`src/rtl/regfile_pkg.sv`:
```
// Shared definitions for the register-file writeback arbiter.
//   DATA_W_DEF / ADDR_W_DEF : default data and register-index widths
//   NUM_REGS                : number of architectural registers
//   grant_e                 : which requester owns the write port
package regfile_pkg;

  localparam int DATA_W_DEF = 32;
  localparam int ADDR_W_DEF = 5;
  localparam int NUM_REGS   = 32;

  typedef enum logic {
    GNT_A = 1'b0,
    GNT_B = 1'b1
  } grant_e;

endpackage : regfile_pkg

```
`src/rtl/wb_scoreboard.sv`:
```
// Busy-bit scoreboard for multi-cycle writebacks.
// Ports:
//   clk, rst               : clock, asynchronous active-low reset
//   set_en / set_addr      : mark a destination busy (index 0 ignored)
//   clr_en / clr_addr      : clear a destination when its writeback lands
//   rd0_addr / rd0_busy    : combinational lookup port 0
//   rd1_addr / rd1_busy    : combinational lookup port 1
//   busy                   : full busy vector (bit 0 is constant 0)
// A simultaneous set and clear of the same index leaves the bit set.
module wb_scoreboard
  import regfile_pkg::*;
#(
  parameter int ADDR_W = ADDR_W_DEF,
  parameter int NREGS  = 1 << ADDR_W
) (
  input  logic              clk,
  input  logic              rst,
  input  logic              set_en,
  input  logic [ADDR_W-1:0] set_addr,
  input  logic              clr_en,
  input  logic [ADDR_W-1:0] clr_addr,
  input  logic [ADDR_W-1:0] rd0_addr,
  output logic              rd0_busy,
  input  logic [ADDR_W-1:0] rd1_addr,
  output logic              rd1_busy,
  output logic [NREGS-1:0]  busy
);

  logic [NREGS-1:0] busy_reg;

  genvar gi;
  generate
    for (gi = 0; gi < NREGS; gi++) begin : g_bit
      if (gi == 0) begin : g_zero
        // Register 0 is hardwired, so it can never be outstanding.
        assign busy_reg[gi] = 1'b0;
      end else begin : g_flop
        always_ff @(posedge clk or negedge rst) begin
          if (!rst) begin
            busy_reg[gi] <= 1'b0;
          end else if (set_en && (set_addr == ADDR_W'(gi))) begin
            busy_reg[gi] <= 1'b1;
          end else if (clr_en && (clr_addr == ADDR_W'(gi))) begin
            busy_reg[gi] <= 1'b0;
          end
        end
      end
    end
  endgenerate

  assign busy     = busy_reg;
  assign rd0_busy = busy_reg[rd0_addr];
  assign rd1_busy = busy_reg[rd1_addr];

endmodule : wb_scoreboard

```
`src/rtl/regfile_wb_arbiter.sv`:
```
// Round-robin arbiter between a single-cycle (A) and a multi-cycle (B)
// writeback source, driving a registered register-file write port.
// Ports:
//   clk, rst                          : clock, asynchronous active-low reset
//   a_valid/a_ready/a_addr/a_data     : ALU writeback request
//   b_valid/b_ready/b_addr/b_data     : load/mult writeback request
//   sb_set/sb_addr                    : mark destination busy on multi-cycle issue
//   rs1/rs2, rs1_busy/rs2_busy        : decode-stage scoreboard lookups
//   wr_en/wr_addr/wr_data             : registered register-file write port
// A is held off while its destination is still owed a B writeback, so a
// late B result can never overwrite a younger A result. B is never blocked,
// which guarantees every busy bit eventually drains.
module regfile_wb_arbiter
  import regfile_pkg::*;
#(
  parameter int DATA_W = DATA_W_DEF,
  parameter int ADDR_W = ADDR_W_DEF
) (
  input  logic              clk,
  input  logic              rst,
  input  logic              a_valid,
  output logic              a_ready,
  input  logic [ADDR_W-1:0] a_addr,
  input  logic [DATA_W-1:0] a_data,
  input  logic              b_valid,
  output logic              b_ready,
  input  logic [ADDR_W-1:0] b_addr,
  input  logic [DATA_W-1:0] b_data,
  input  logic              sb_set,
  input  logic [ADDR_W-1:0] sb_addr,
  input  logic [ADDR_W-1:0] rs1,
  input  logic [ADDR_W-1:0] rs2,
  output logic              rs1_busy,
  output logic              rs2_busy,
  output logic              wr_en,
  output logic [ADDR_W-1:0] wr_addr,
  output logic [DATA_W-1:0] wr_data
);

  localparam int NREGS = 1 << ADDR_W;

  logic [NREGS-1:0]  busy_vec;
  grant_e            last_grant_reg;
  logic              a_elig;
  logic              grant_a;
  logic              grant_b;
  logic              xfer;
  logic [ADDR_W-1:0] xfer_addr;
  logic [DATA_W-1:0] xfer_data;
  logic              wr_en_reg;
  logic [ADDR_W-1:0] wr_addr_reg;
  logic [DATA_W-1:0] wr_data_reg;

  wb_scoreboard #(
    .ADDR_W (ADDR_W),
    .NREGS  (NREGS)
  ) u_scoreboard (
    .clk      (clk),
    .rst      (rst),
    .set_en   (sb_set),
    .set_addr (sb_addr),
    .clr_en   (grant_b),
    .clr_addr (b_addr),
    .rd0_addr (rs1),
    .rd0_busy (rs1_busy),
    .rd1_addr (rs2),
    .rd1_busy (rs2_busy),
    .busy     (busy_vec)
  );

  // busy_vec[0] is constant 0, so address 0 is always eligible.
  assign a_elig = a_valid && !busy_vec[a_addr];

  // Grants are gated by rst so neither ready is visible during reset.
  always_comb begin
    grant_a = 1'b0;
    grant_b = 1'b0;
    if (rst) begin
      if (a_elig && b_valid) begin
        grant_a = (last_grant_reg == GNT_B);
        grant_b = (last_grant_reg == GNT_A);
      end else begin
        grant_a = a_elig;
        grant_b = b_valid;
      end
    end
  end

  assign a_ready = grant_a;
  assign b_ready = grant_b;

  // A grant always coincides with valid, so every grant is a transfer.
  assign xfer      = grant_a || grant_b;
  assign xfer_addr = grant_a ? a_addr : b_addr;
  assign xfer_data = grant_a ? a_data : b_data;

  always_ff @(posedge clk or negedge rst) begin
    if (!rst) begin
      last_grant_reg <= GNT_B;
    end else if (xfer) begin
      last_grant_reg <= grant_a ? GNT_A : GNT_B;
    end
  end

  // Transfers to register 0 are consumed but never reach the write port;
  // address/data then hold their last written values.
  always_ff @(posedge clk or negedge rst) begin
    if (!rst) begin
      wr_en_reg   <= 1'b0;
      wr_addr_reg <= '0;
      wr_data_reg <= '0;
    end else begin
      wr_en_reg <= 1'b0;
      if (xfer && (xfer_addr != '0)) begin
        wr_en_reg   <= 1'b1;
        wr_addr_reg <= xfer_addr;
        wr_data_reg <= xfer_data;
      end
    end
  end

  assign wr_en   = wr_en_reg;
  assign wr_addr = wr_addr_reg;
  assign wr_data = wr_data_reg;

endmodule : regfile_wb_arbiter

```
`config.mk`:
```
export PLATFORM = sky130hd
export DESIGN_NAME = regfile_wb_arbiter
export DESIGN_NICKNAME = d
export VERILOG_FILES = /design/src/rtl/regfile_pkg.sv /design/src/rtl/wb_scoreboard.sv /design/src/rtl/regfile_wb_arbiter.sv
export SDC_FILE = /design/constraint.sdc
export NUM_CORES = 1
export LEC_CHECK = 0
export ABC_AREA = 0
export CAP_MARGIN = 20
export CORE_MARGIN = 10
export CORE_UTILIZATION = 51
export CTS_CLUSTER_DIAMETER = 60
export DETAILED_ROUTE_END_ITERATION = 6
export GPL_TIMING_DRIVEN = 0
export PLACE_DENSITY = 0.86
export SYNTH_ARGS = -nofsm -noshare
export SYNTH_HDL_FRONTEND = slang
export SYNTH_SLANG_ARGS = --single-unit
```
`constraint.sdc`:
```
create_clock -name clk -period 5.59 [get_ports clk]
set_clock_uncertainty 0.05 [all_clocks]
set_input_delay 1.118 -clock clk [delete_from_list [all_inputs] [get_ports clk]]
set_output_delay 1.118 -clock clk [all_outputs]
set_load 0.01 [all_outputs]
```
==> flow_metrics.py, run 1 <==
metrics = {
    "outcome": {
        "status": "completed",
    },
    "yosys": {
        "mappedNetlistNets": 462,
        "ys.warnings.count": 0,
        "synth_seq_area_share_pct": 40.2,
        "netlist_instances": 368,
        "synthesis.area_per_instance_sq_um": 11.9,
        "yosys_register_bits": 70,
        "synth_area_sq_um": 4360,
        "synthDistinctLibCells": 45,
    },
    "place": {
        "pre_cts_ws_ns": 0.754,
        "placedCellCount": 599,
        "buffer_ports.inserted": 125,
        "place.gp.congestion": 0.945,
        "post_dp_cell_area_sq_um": 5770,
        "dp.final_hpwl_mm": 10.9,
    },
    "worst_hold_path": {
        "worstHoldPathType": "reg -> reg",
    },
    "power": {
        "p_sw_mw": 0.568,
        "internal-power_mw": 1.24,
        "clkPwrFrac_pct": 22.1,
        "combinationalPowerShare_pct": 37.4,
        "report.power.total_mw": 1.81,
        "maximum_ir_drop_on_the_vdd_rail_v": 0.000147,
        "swShare_pct": 31.5,
        "reported_leakage_power_nw": 2.44,
        "power_per_unit_of_standard_cell_area_nw_per_um2": 303,
        "power_frac_seq_pct": 40.5,
    },
    "sta": {
        "final_setup_viols": 0,
        "setup_total_neg_slack_ns": 0,
        "max_slew_margin_pct": 38.2,
        "hold_ws_ns": 0.441,
        "final-max-slew-violation-count": 0,
        "worst_slew_pin_slew_ns": 0.925,
        "timing.final.crit_share_pct": 88.7,
        "rsz0062_at_grt": "false",
        "final.min_clock_period_ns": 4.96,
        "report.final.hold_viol_count": 0,
        "final.setup.worst_slack_ns": 0.630,
        "fmaxAchievable_ghz": 0.202,
    },
    "grt": {
        "grt.overflow.total": 0,
        "gr-usage-met2_pct": 37.6,
        "grt_first_pass_wirelength_mm": 21.7,
        "groute.layer.met3.usage_pct": 4.58,
        "pin_count_of_the_biggest_net_entering_global_routing": 56,
        "grt.busiest_layer": "met2",
        "grt_pass1_vias": 3906,
        "gr-usage-met1_pct": 24.8,
        "gr-usage-all-layers_pct": 21.2,
        "number_of_antenna_violations_at_the_first_check_in_global_routing": 0,
    },
    "layout": {
        "syn2layout_area_growth_pct": 36.5,
        "largest_reg_flops": 32,
        "core_occupancy_in_the_finished_layout_pct": 72.1,
        "final_nets": 599,
        "num_antenna_cells": 0,
        "filler_cell_count": 588,
        "layout_cells_sized_above_1_pct": 24.4,
        "final-instance-count-excl-fill": 614,
        "layout.cell_area.non_filler_sq_um": 5960,
    },
    "die": {
        "die_width_um": 112,
        "floorplan.initialDensity_pct": 52.8,
        "dieArea_sq_um": 12700,
        "placement_rows": 33,
        "floorplan.core_area_sq_um": 8260,
        "die_h_um": 112,
        "pin_count": 136,
    },
    "clocking": {
        "cts_max_path_buffers": 2,
        "clkTransAtPathRegs_ns": 0.08,
        "root_buffer": "sky130_fd_sc_hd__clkbuf_8",
        "postCtsSetupRepairBufs": 0,
        "cts.repair.resized": 0,
        "number_of_buffers_added_by_the_clock_tree_synthesis_step": 9,
        "cts_sinks": 70,
        "cts-htree-levels": 3,
        "clock_latency_ns": 0.35,
        "tritoncts": "built",
        "cts.hold.buffers_added": 0,
    },
    "detailed_routing": {
        "drt-wirelength-per-cell_um": 23.3,
        "viasPerCell": 6.30,
        "num_vias": 3867,
        "drt_first_pass_iters": 7,
        "drt_iter0_markers": 460,
        "remaining_drc_errors": 0,
        "totalWireLength_mm": 14.3,
        "antenna_violating_nets_post_route": 0,
    },
    "setup_path": {
        "crit_fanout": 10,
        "cp.arrival_ns": 3.79,
        "critPathCaptureType": "output pin",
        "timing.critical_path.slowest_cell_delay_ns": 0.57,
        "worst_ep_required_time_ns": 4.42,
        "cp_cell_sequence": "clkdlybuf4s50_1, nor2_1, a22oi_1, nand4_1, o2111a_1, buf_4, clkbuf_1, nor2_1, clkdlybuf4s50_1",
        "setup.worst_path.class": "in -> out",
        "cp-start-kind": "primary input",
        "critical-path-top-delay-family": "buffers and inverters",
        "critical_path_s_slowest_cell": "sky130_fd_sc_hd__clkdlybuf4s50_1",
        "cp_num_buf_inv": 4,
    },
    "flow_run": {
        "number_of_max_capacitance_violations_reported": 0,
    },
}
==> cell usage in the layout, fill, tap and decap left out, drive strengths merged, types with 4 or more instances in the layout <==
master         count
a21oi              5
a22oi              7
buf               15
clkbuf            21
clkdlybuf4s50    124
dfrtp             69
inv               14
mux2              76
mux2i             10
mux4              19
nand2             40
nand2b             4
nand3              4
nand3b             5
nor2              12
nor2b              6
o21ai             14
o221ai             4
o31ai             12
o41ai             14
==> cell type report <==
cell class | instances | area, sq um | share of cell area, %
clock buffers | 9 | 124 | 2.08
well taps | 105 | 131 | 2.21
multi-input cells | 260 | 2410 | 40.4
plain buffers | 25 | 154 | 2.58
inverters | 13 | 48.8 | 0.819
clock inverters | 6 | 61.3 | 1.03
repair buffers | 126 | 1280 | 21.4
flip-flops and latches | 70 | 1750 | 29.4
==> cell usage after synthesis (all sizes together) <==
master   number  area share (%)
o2111ai       3            0.75
mux2i        10             2.3
nand3         4            0.46
and3          1            0.14
o2111a        1            0.26
nand4         3            0.43
or2           2            0.29
o41ai        14             2.8
nand3b        5            0.86
and2          2            0.29
dfstp         1            0.60
or3           2            0.29
o21ai        14             1.6
or3b          1            0.20
nor4b         2            0.54
nor2         12             1.0
nand2b        4            0.57
dfrtp        69              40
o211ai        2            0.34
o32ai         1            0.37
a41oi         1            0.37
a21oi         5            0.57
buf          13             2.5
inv          13             1.1
o21bai        1            0.17
clkbuf       12             1.0
o221ai        4            0.80
a22oi         7             1.2
a31oi         1            0.14
o31ai        12             2.1
a32o          1            0.23
o22ai         1            0.14
nor2b         6            0.86
mux2         76              21
a211oi        1            0.17
nand2        40             3.4
nor3          2            0.23
mux4         19             9.8
==> power by group through the flow <==
stage | combinational (mW) | sequential, mW | clock, mW
2_1_floorplan | 0.314 | 0.742 | 0
3_3_place_gp | 0.652 | 0.723 | 0
3_5_place_dp | 0.673 | 0.735 | 0
4_1_cts | 0.679 | 0.725 | 0.401
5_1_grt | 0.715 | 0.742 | 0.421
6_report | 0.674 | 0.732 | 0.399
==> kinds of logic after synthesis <==
family                 Yosys count  synth area share (%)
multiplexers                   105                  33.5
AND/OR/NAND/NOR                 86                  9.64
buffers and inverters           38                  4.65
AO/OA/AOI/OAI                   69                  12.0
flip-flops                      70                  40.2
==> final timing paths <==
check | cells past startpoint | endpoint | start | slack, ns
setup / recovery | 9 | b_ready | a_addr[1] | 0.63
hold / removal | 1 | wr_data[23]$_DFFE_PN0P_ | wr_data[23]$_DFFE_PN0P_ | 0.44
setup reg to reg | 8 | wr_data[3]$_DFFE_PN0P_ | u_scoreboard.busy[3]$_DFFE_PN0P_ | 2.80
hold reg to reg | 1 | wr_data[23]$_DFFE_PN0P_ | wr_data[23]$_DFFE_PN0P_ | 0.44
max in group asynchronous | 2 | last_grant_reg$_DFFE_PN1P_ | rst | 4.27
min in group asynchronous | 1 | u_scoreboard.busy[23]$_DFFE_PN0P_ | rst | 0.60
==> per-layer routing <==
metal,routed length [um],up-vias
li1,-,1672
met1,5150,1900
met2,7510,257
met3,1320,38
met4,318,0
met5,0,-
Power figures use the tool's default switching activity.
==> run 2, diff against run 1 <==
Settings changed: CELL_PAD_IN_SITES_DETAIL_PLACEMENT set to 0, CELL_PAD_IN_SITES_GLOBAL_PLACEMENT set to 1, CORE_UTILIZATION 51 to 40, GPL_TIMING_DRIVEN 0 to unset, PLACE_DENSITY 0.86 to unset, PLACE_DENSITY_LB_ADDON set to 0.1.
==> flow_metrics.py, run 2 (synthesis gave the netlist of run 1 again) <==
metrics = {
    "outcome": {
        "status": "completed",
    },
    "clocking": {
        "tritoncts": "built",
        "cts-htree-levels": 3,
        "cts.repair.resized": 0,
        "cts_sinks": 70,
        "postCtsSetupRepairBufs": 0,
        "clkTransAtPathRegs_ns": 0.08,
        "cts.hold.buffers_added": 0,
        "root_buffer": "sky130_fd_sc_hd__clkbuf_8",
        "cts_max_path_buffers": 2,
        "number_of_buffers_added_by_the_clock_tree_synthesis_step": 9,
        "clock_latency_ns": 0.35,
    },
    "grt": {
        "gr-usage-all-layers_pct": 17.3,
        "gr-usage-met1_pct": 21.5,
        "grt.overflow.total": 0,
        "grt_first_pass_wirelength_mm": 21.6,
        "grt.busiest_layer": "met2",
        "gr-usage-met2_pct": 27.9,
        "grt_pass1_vias": 3872,
        "pin_count_of_the_biggest_net_entering_global_routing": 56,
        "groute.layer.met3.usage_pct": 5.57,
        "number_of_antenna_violations_at_the_first_check_in_global_routing": 0,
    },
    "power": {
        "p_sw_mw": 0.553,
        "clkPwrFrac_pct": 21.3,
        "power_per_unit_of_standard_cell_area_nw_per_um2": 293,
        "internal-power_mw": 1.20,
        "reported_leakage_power_nw": 2.42,
        "power_frac_seq_pct": 41.9,
        "combinationalPowerShare_pct": 36.8,
        "swShare_pct": 31.5,
        "maximum_ir_drop_on_the_vdd_rail_v": 0.000144,
    },
    "detailed_routing": {
        "num_vias": 3592,
        "antenna_violating_nets_post_route": 0,
        "drt_iter0_markers": 332,
        "drt-wirelength-per-cell_um": 20.9,
        "totalWireLength_mm": 13.4,
        "drt_first_pass_iters": 4,
        "viasPerCell": 5.60,
        "remaining_drc_errors": 0,
    },
    "sta": {
        "timing.final.crit_share_pct": 87.4,
        "final.min_clock_period_ns": 4.89,
        "rsz0062_at_grt": "false",
        "final_setup_viols": 0,
        "fmaxAchievable_ghz": 0.205,
        "setup_total_neg_slack_ns": 0,
        "hold_ws_ns": 0.438,
        "max_slew_margin_pct": 52.9,
        "final-max-slew-violation-count": 0,
        "report.final.hold_viol_count": 0,
        "worst_slew_pin_slew_ns": 0.706,
    },
    "die": {
        "placement_rows": 38,
        "pin_count": 136,
        "floorplan.core_area_sq_um": 10700,
        "die_width_um": 124,
        "floorplan.initialDensity_pct": 40.6,
        "dieArea_sq_um": 15500,
        "die_h_um": 124,
    },
    "setup_path": {
        "cp_cell_sequence": "clkdlybuf4s50_1, buf_4, mux2i_1, a22oi_1, nand4_1, o2111a_1, nor2_1, clkdlybuf4s50_1",
        "worst_path_most_repeated_cell": "sky130_fd_sc_hd__clkdlybuf4s50_1",
        "worst_ep_required_time_ns": 4.42,
        "critical_path_s_slowest_cell": "sky130_fd_sc_hd__clkdlybuf4s50_1",
        "crit_fanout": 11,
        "critPathCaptureType": "output pin",
        "setup.worst_path.class": "in -> out",
        "cp.arrival_ns": 3.72,
        "cp-start-kind": "primary input",
        "timing.critical_path.slowest_cell_delay_ns": 0.69,
    },
    "place": {
        "buffer_ports.inserted": 135,
        "post_dp_cell_area_sq_um": 5820,
        "placedCellCount": 626,
        "dp.final_hpwl_mm": 10.4,
        "place.gp.congestion": 0.937,
    },
    "layout": {
        "num_antenna_cells": 0,
        "final_common_cell": "sky130_fd_sc_hd__clkdlybuf4s50_1",
        "layout_cells_sized_above_1_pct": 23.7,
        "largest_reg_flops": 32,
        "syn2layout_area_growth_pct": 37.3,
        "final_nets": 591,
        "highest_count_cells_in_the_layout_ignoring_fill_and_taps": "134 x sky130_fd_sc_hd__clkdlybuf4s50_1, 69 x sky130_fd_sc_hd__dfrtp_1, 47 x sky130_fd_sc_hd__mux2_2, 40 x sky130_fd_sc_hd__nand2_1, 21 x sky130_fd_sc_hd__mux2_4",
        "final-instance-count-excl-fill": 642,
        "layout.cell_area.non_filler_sq_um": 5990,
    },
    "worst_hold_path": {
        "worstHoldPathType": "reg -> reg",
    },
    "flow_run": {
        "number_of_max_capacitance_violations_reported": 0,
    },
}
[run 2: cell types whose count changed in the layout (fill, tap and decap cells not counted), moves of 2 or more]
cell	change
sky130_fd_sc_hd__clkbuf_1	-11
sky130_fd_sc_hd__clkinv_4	+2
sky130_fd_sc_hd__buf_4	+5
sky130_fd_sc_hd__clkdlybuf4s50_1	+10
sky130_fd_sc_hd__buf_2	-3
sky130_fd_sc_hd__buf_6	-6
[run 2: worst max-delay path: cells and delay by family]
family,cells,cell delay [ns]
buffers and inverters,3,1.55
AO/OA/AOI/OAI,2,0.53
AND/OR/NAND/NOR,2,0.42
multiplexers,1,0.09
[run 2: path summary, 6_finish.rpt]
path	slack (ns)	end	cells past startpoint	startpoint
worst min-delay path	0.44	wr_data[23]$_DFFE_PN0P_	1	wr_data[23]$_DFFE_PN0P_
worst max register to register	2.60	wr_data[13]$_DFFE_PN0P_	8	u_scoreboard.busy[3]$_DFFE_PN0P_
worst min register to register	0.44	wr_data[23]$_DFFE_PN0P_	1	wr_data[23]$_DFFE_PN0P_
worst max-delay path	0.70	b_ready	8	a_addr[2]
min in group asynchronous	0.58	u_scoreboard.busy[9]$_DFFE_PN0P_	1	rst
max in group asynchronous	3.91	u_scoreboard.busy[3]$_DFFE_PN0P_	2	rst
[run 2: metal layers]
layer  routed length [um]  up-vias  share of wire, %
li1                     -     1659                 -
met5                    0        -                 0
met4                  211        0               1.6
met1                 5880     1779                44
met2                 6450      138                48
met3                  898       16               6.7
[run 2: power by group through the flow]
| stage | sequential, mW | clock (mW) | combinational, mW |
|---|---|---|---|
| 6_report | 0.735 | 0.375 | 0.647 |
| 2_1_floorplan | 0.742 | 0 | 0.314 |
| 4_1_cts | 0.734 | 0.385 | 0.658 |
| 3_5_place_dp | 0.741 | 0 | 0.657 |
| 3_3_place_gp | 0.739 | 0 | 0.649 |
| 5_1_grt | 0.751 | 0.407 | 0.699 |
[run 2: per-stage QoR]
step / util, % / power (mW) / setup slack, ns
after global placement: 54.1 / 1.39 / 0.694
after detailed placement: 54.1 / 1.40 / 0.685
after floorplan: - / 1.06 / 1.60
final: 55.8 / 1.76 / 0.703
after CTS: 55.8 / 1.78 / 0.685
after global routing: 55.8 / 1.86 / 0.543
[run 2: area by class of cell]
class / count / area (sq um)
clock buffer: 11 / 141
clock inverter: 5 / 35.0
fill: 962 / 4750
inverter: 13 / 48.8
multi-input combinational: 260 / 2430
sequential: 70 / 1750
tap: 140 / 175
timing repair buffer: 143 / 1410
==> run 3, diff against run 2 <==
Settings changed: CORE_ASPECT_RATIO set to 0.8, CTS_CLUSTER_SIZE set to 16.
==> flow_metrics.py, run 3 (synthesis gave the netlist of run 1 again) <==
metrics = {
    "detailed_routing": {
        "num_vias": 3652,
        "antenna_violating_nets_post_route": 0,
        "drt-wirelength-per-cell_um": 22.2,
        "totalWireLength_mm": 14.3,
        "viasPerCell": 5.66,
        "drt_iter0_markers": 238,
        "drt_first_pass_iters": 5,
        "remaining_drc_errors": 0,
    },
    "sta": {
        "rsz0062_at_grt": "false",
        "final_setup_viols": 0,
        "max_slew_margin_pct": 55.2,
        "worst_slew_pin_slew_ns": 0.672,
        "setup_total_neg_slack_ns": 0,
        "final-max-slew-violation-count": 0,
        "report.final.hold_viol_count": 0,
        "final.min_clock_period_ns": 4.91,
        "hold_ws_ns": 0.448,
        "fmaxAchievable_ghz": 0.204,
        "timing.final.crit_share_pct": 87.8,
    },
    "layout": {
        "final_nets": 590,
        "layout_cells_sized_above_1_pct": 23.8,
        "final_common_cell": "sky130_fd_sc_hd__clkdlybuf4s50_1",
        "largest_reg_flops": 32,
        "highest_count_cells_in_the_layout_ignoring_fill_and_taps": "134 x sky130_fd_sc_hd__clkdlybuf4s50_1, 69 x sky130_fd_sc_hd__dfrtp_1, 47 x sky130_fd_sc_hd__mux2_2, 40 x sky130_fd_sc_hd__nand2_1, 21 x sky130_fd_sc_hd__mux2_4",
        "num_antenna_cells": 0,
        "final-instance-count-excl-fill": 645,
        "syn2layout_area_growth_pct": 40.6,
    },
    "die": {
        "floorplan.core_area_sq_um": 10800,
        "floorplan.initialDensity_pct": 40.5,
        "die_h_um": 113,
        "pin_count": 136,
        "dieArea_sq_um": 15500,
        "die_width_um": 137,
        "placement_rows": 34,
    },
    "clocking": {
        "cts_sinks": 70,
        "cts-htree-levels": 3,
        "number_of_buffers_added_by_the_clock_tree_synthesis_step": 9,
        "clock_latency_ns": 0.34,
        "root_buffer": "sky130_fd_sc_hd__clkbuf_16",
        "cts.hold.buffers_added": 0,
        "postCtsSetupRepairBufs": 0,
        "cts_max_path_buffers": 2,
        "clkTransAtPathRegs_ns": 0.06,
        "tritoncts": "built",
        "cts.repair.resized": 0,
    },
    "setup_path": {
        "rrSetupSlack_ns": 2.43,
        "cp-start-kind": "primary input",
        "critical_path_s_slowest_cell": "sky130_fd_sc_hd__clkdlybuf4s50_1",
        "crit_fanout": 9,
        "setup.worst_path.class": "in -> out",
        "worst_ep_required_time_ns": 4.42,
        "cp_cell_sequence": "clkdlybuf4s50_1, mux4_2, mux4_2, mux2_2, clkdlybuf4s50_1",
        "timing.critical_path.slowest_cell_delay_ns": 0.80,
        "critPathCaptureType": "output pin",
        "cp.arrival_ns": 3.74,
    },
    "place": {
        "placedCellCount": 629,
        "buffer_ports.inserted": 135,
        "dp.final_hpwl_mm": 11.0,
        "place.gp.congestion": 0.917,
    },
    "grt": {
        "grt.busiest_layer": "met1",
        "gr-usage-all-layers_pct": 18.2,
        "pin_count_of_the_biggest_net_entering_global_routing": 46,
        "gr-usage-met1_pct": 26.7,
        "grt_pass1_vias": 3658,
        "gr-usage-met2_pct": 25.3,
        "grt.overflow.total": 0,
        "number_of_antenna_violations_at_the_first_check_in_global_routing": 0,
        "grt_first_pass_wirelength_mm": 21.7,
        "groute.layer.met3.usage_pct": 5.58,
    },
    "power": {
        "maximum_ir_drop_on_the_vdd_rail_v": 0.000180,
        "power_per_unit_of_standard_cell_area_nw_per_um2": 328,
        "report.power.total_mw": 2.01,
        "reported_leakage_power_nw": 2.49,
    },
    "flow_run": {
        "number_of_max_capacitance_violations_reported": 0,
    },
    "worst_hold_path": {
        "worstHoldPathType": "reg -> reg",
    },
    "outcome": {
        "status": "completed",
    },
}
run 3: worst max-delay path: cells and delay by family:
| kind | cells | cell delay [ns] |
|---|---|---|
| buffers and inverters | 2 | 1.28 |
| multiplexers | 3 | 1.33 |
run 3: final cells by class:
| class | instances | area, sq um |
|---|---|---|
| inverters | 13 | 48.8 |
| repair buffers | 142 | 1400 |
| clock buffers | 9 | 225 |
| multi-input cells | 260 | 2430 |
| well taps | 144 | 180 |
| fillers | 926 | 4630 |
| flip-flops and latches | 70 | 1750 |
| clock inverters | 7 | 96.3 |
run 3: final timing paths:
kind                                             startpoint                       to  depth (start not counted)
min reg2reg                         wr_data[23]$_DFFE_PN0P_  wr_data[23]$_DFFE_PN0P_                          1
max                                                  rs2[0]                 rs2_busy                          5
max in group asynchronous                               rst   wr_data[9]$_DFFE_PN0P_                          2
min in group asynchronous                               rst   wr_addr[3]$_DFFE_PN0P_                          1
min                                 wr_data[23]$_DFFE_PN0P_  wr_data[23]$_DFFE_PN0P_                          1
max reg2reg                u_scoreboard.busy[3]$_DFFE_PN0P_  wr_data[26]$_DFFE_PN0P_                          8
run 3: through the flow:
step                      setup slack [ns]  instance area (sq um)  util [%]
after CTS                            0.637                   6130      57.0
after global routing                 0.558                   6130      57.0
after detailed placement             0.641                   5810      54.0
final                                0.679                   6130      57.0
after global placement               0.705                   5810      54.0
after floorplan                       1.60                   4360         -
run 3: metal layers:
metal  part of all wire (%)  up-vias  wire length, um
met2                     44      166             6250
met3                    9.0       15             1290
li1                       -     1648                -
met5                      0        -                0
met1                     46     1823             6640
met4                    1.1        0              154
run 3: power by group:
part / switching (mW) / total (mW) / internal, mW / leakage, nW
Clock: 0.226 / 0.618 / 0.392 / 0.160
Combinational: 0.253 / 0.655 / 0.402 / 1.53
Sequential: 0.110 / 0.739 / 0.629 / 0.798
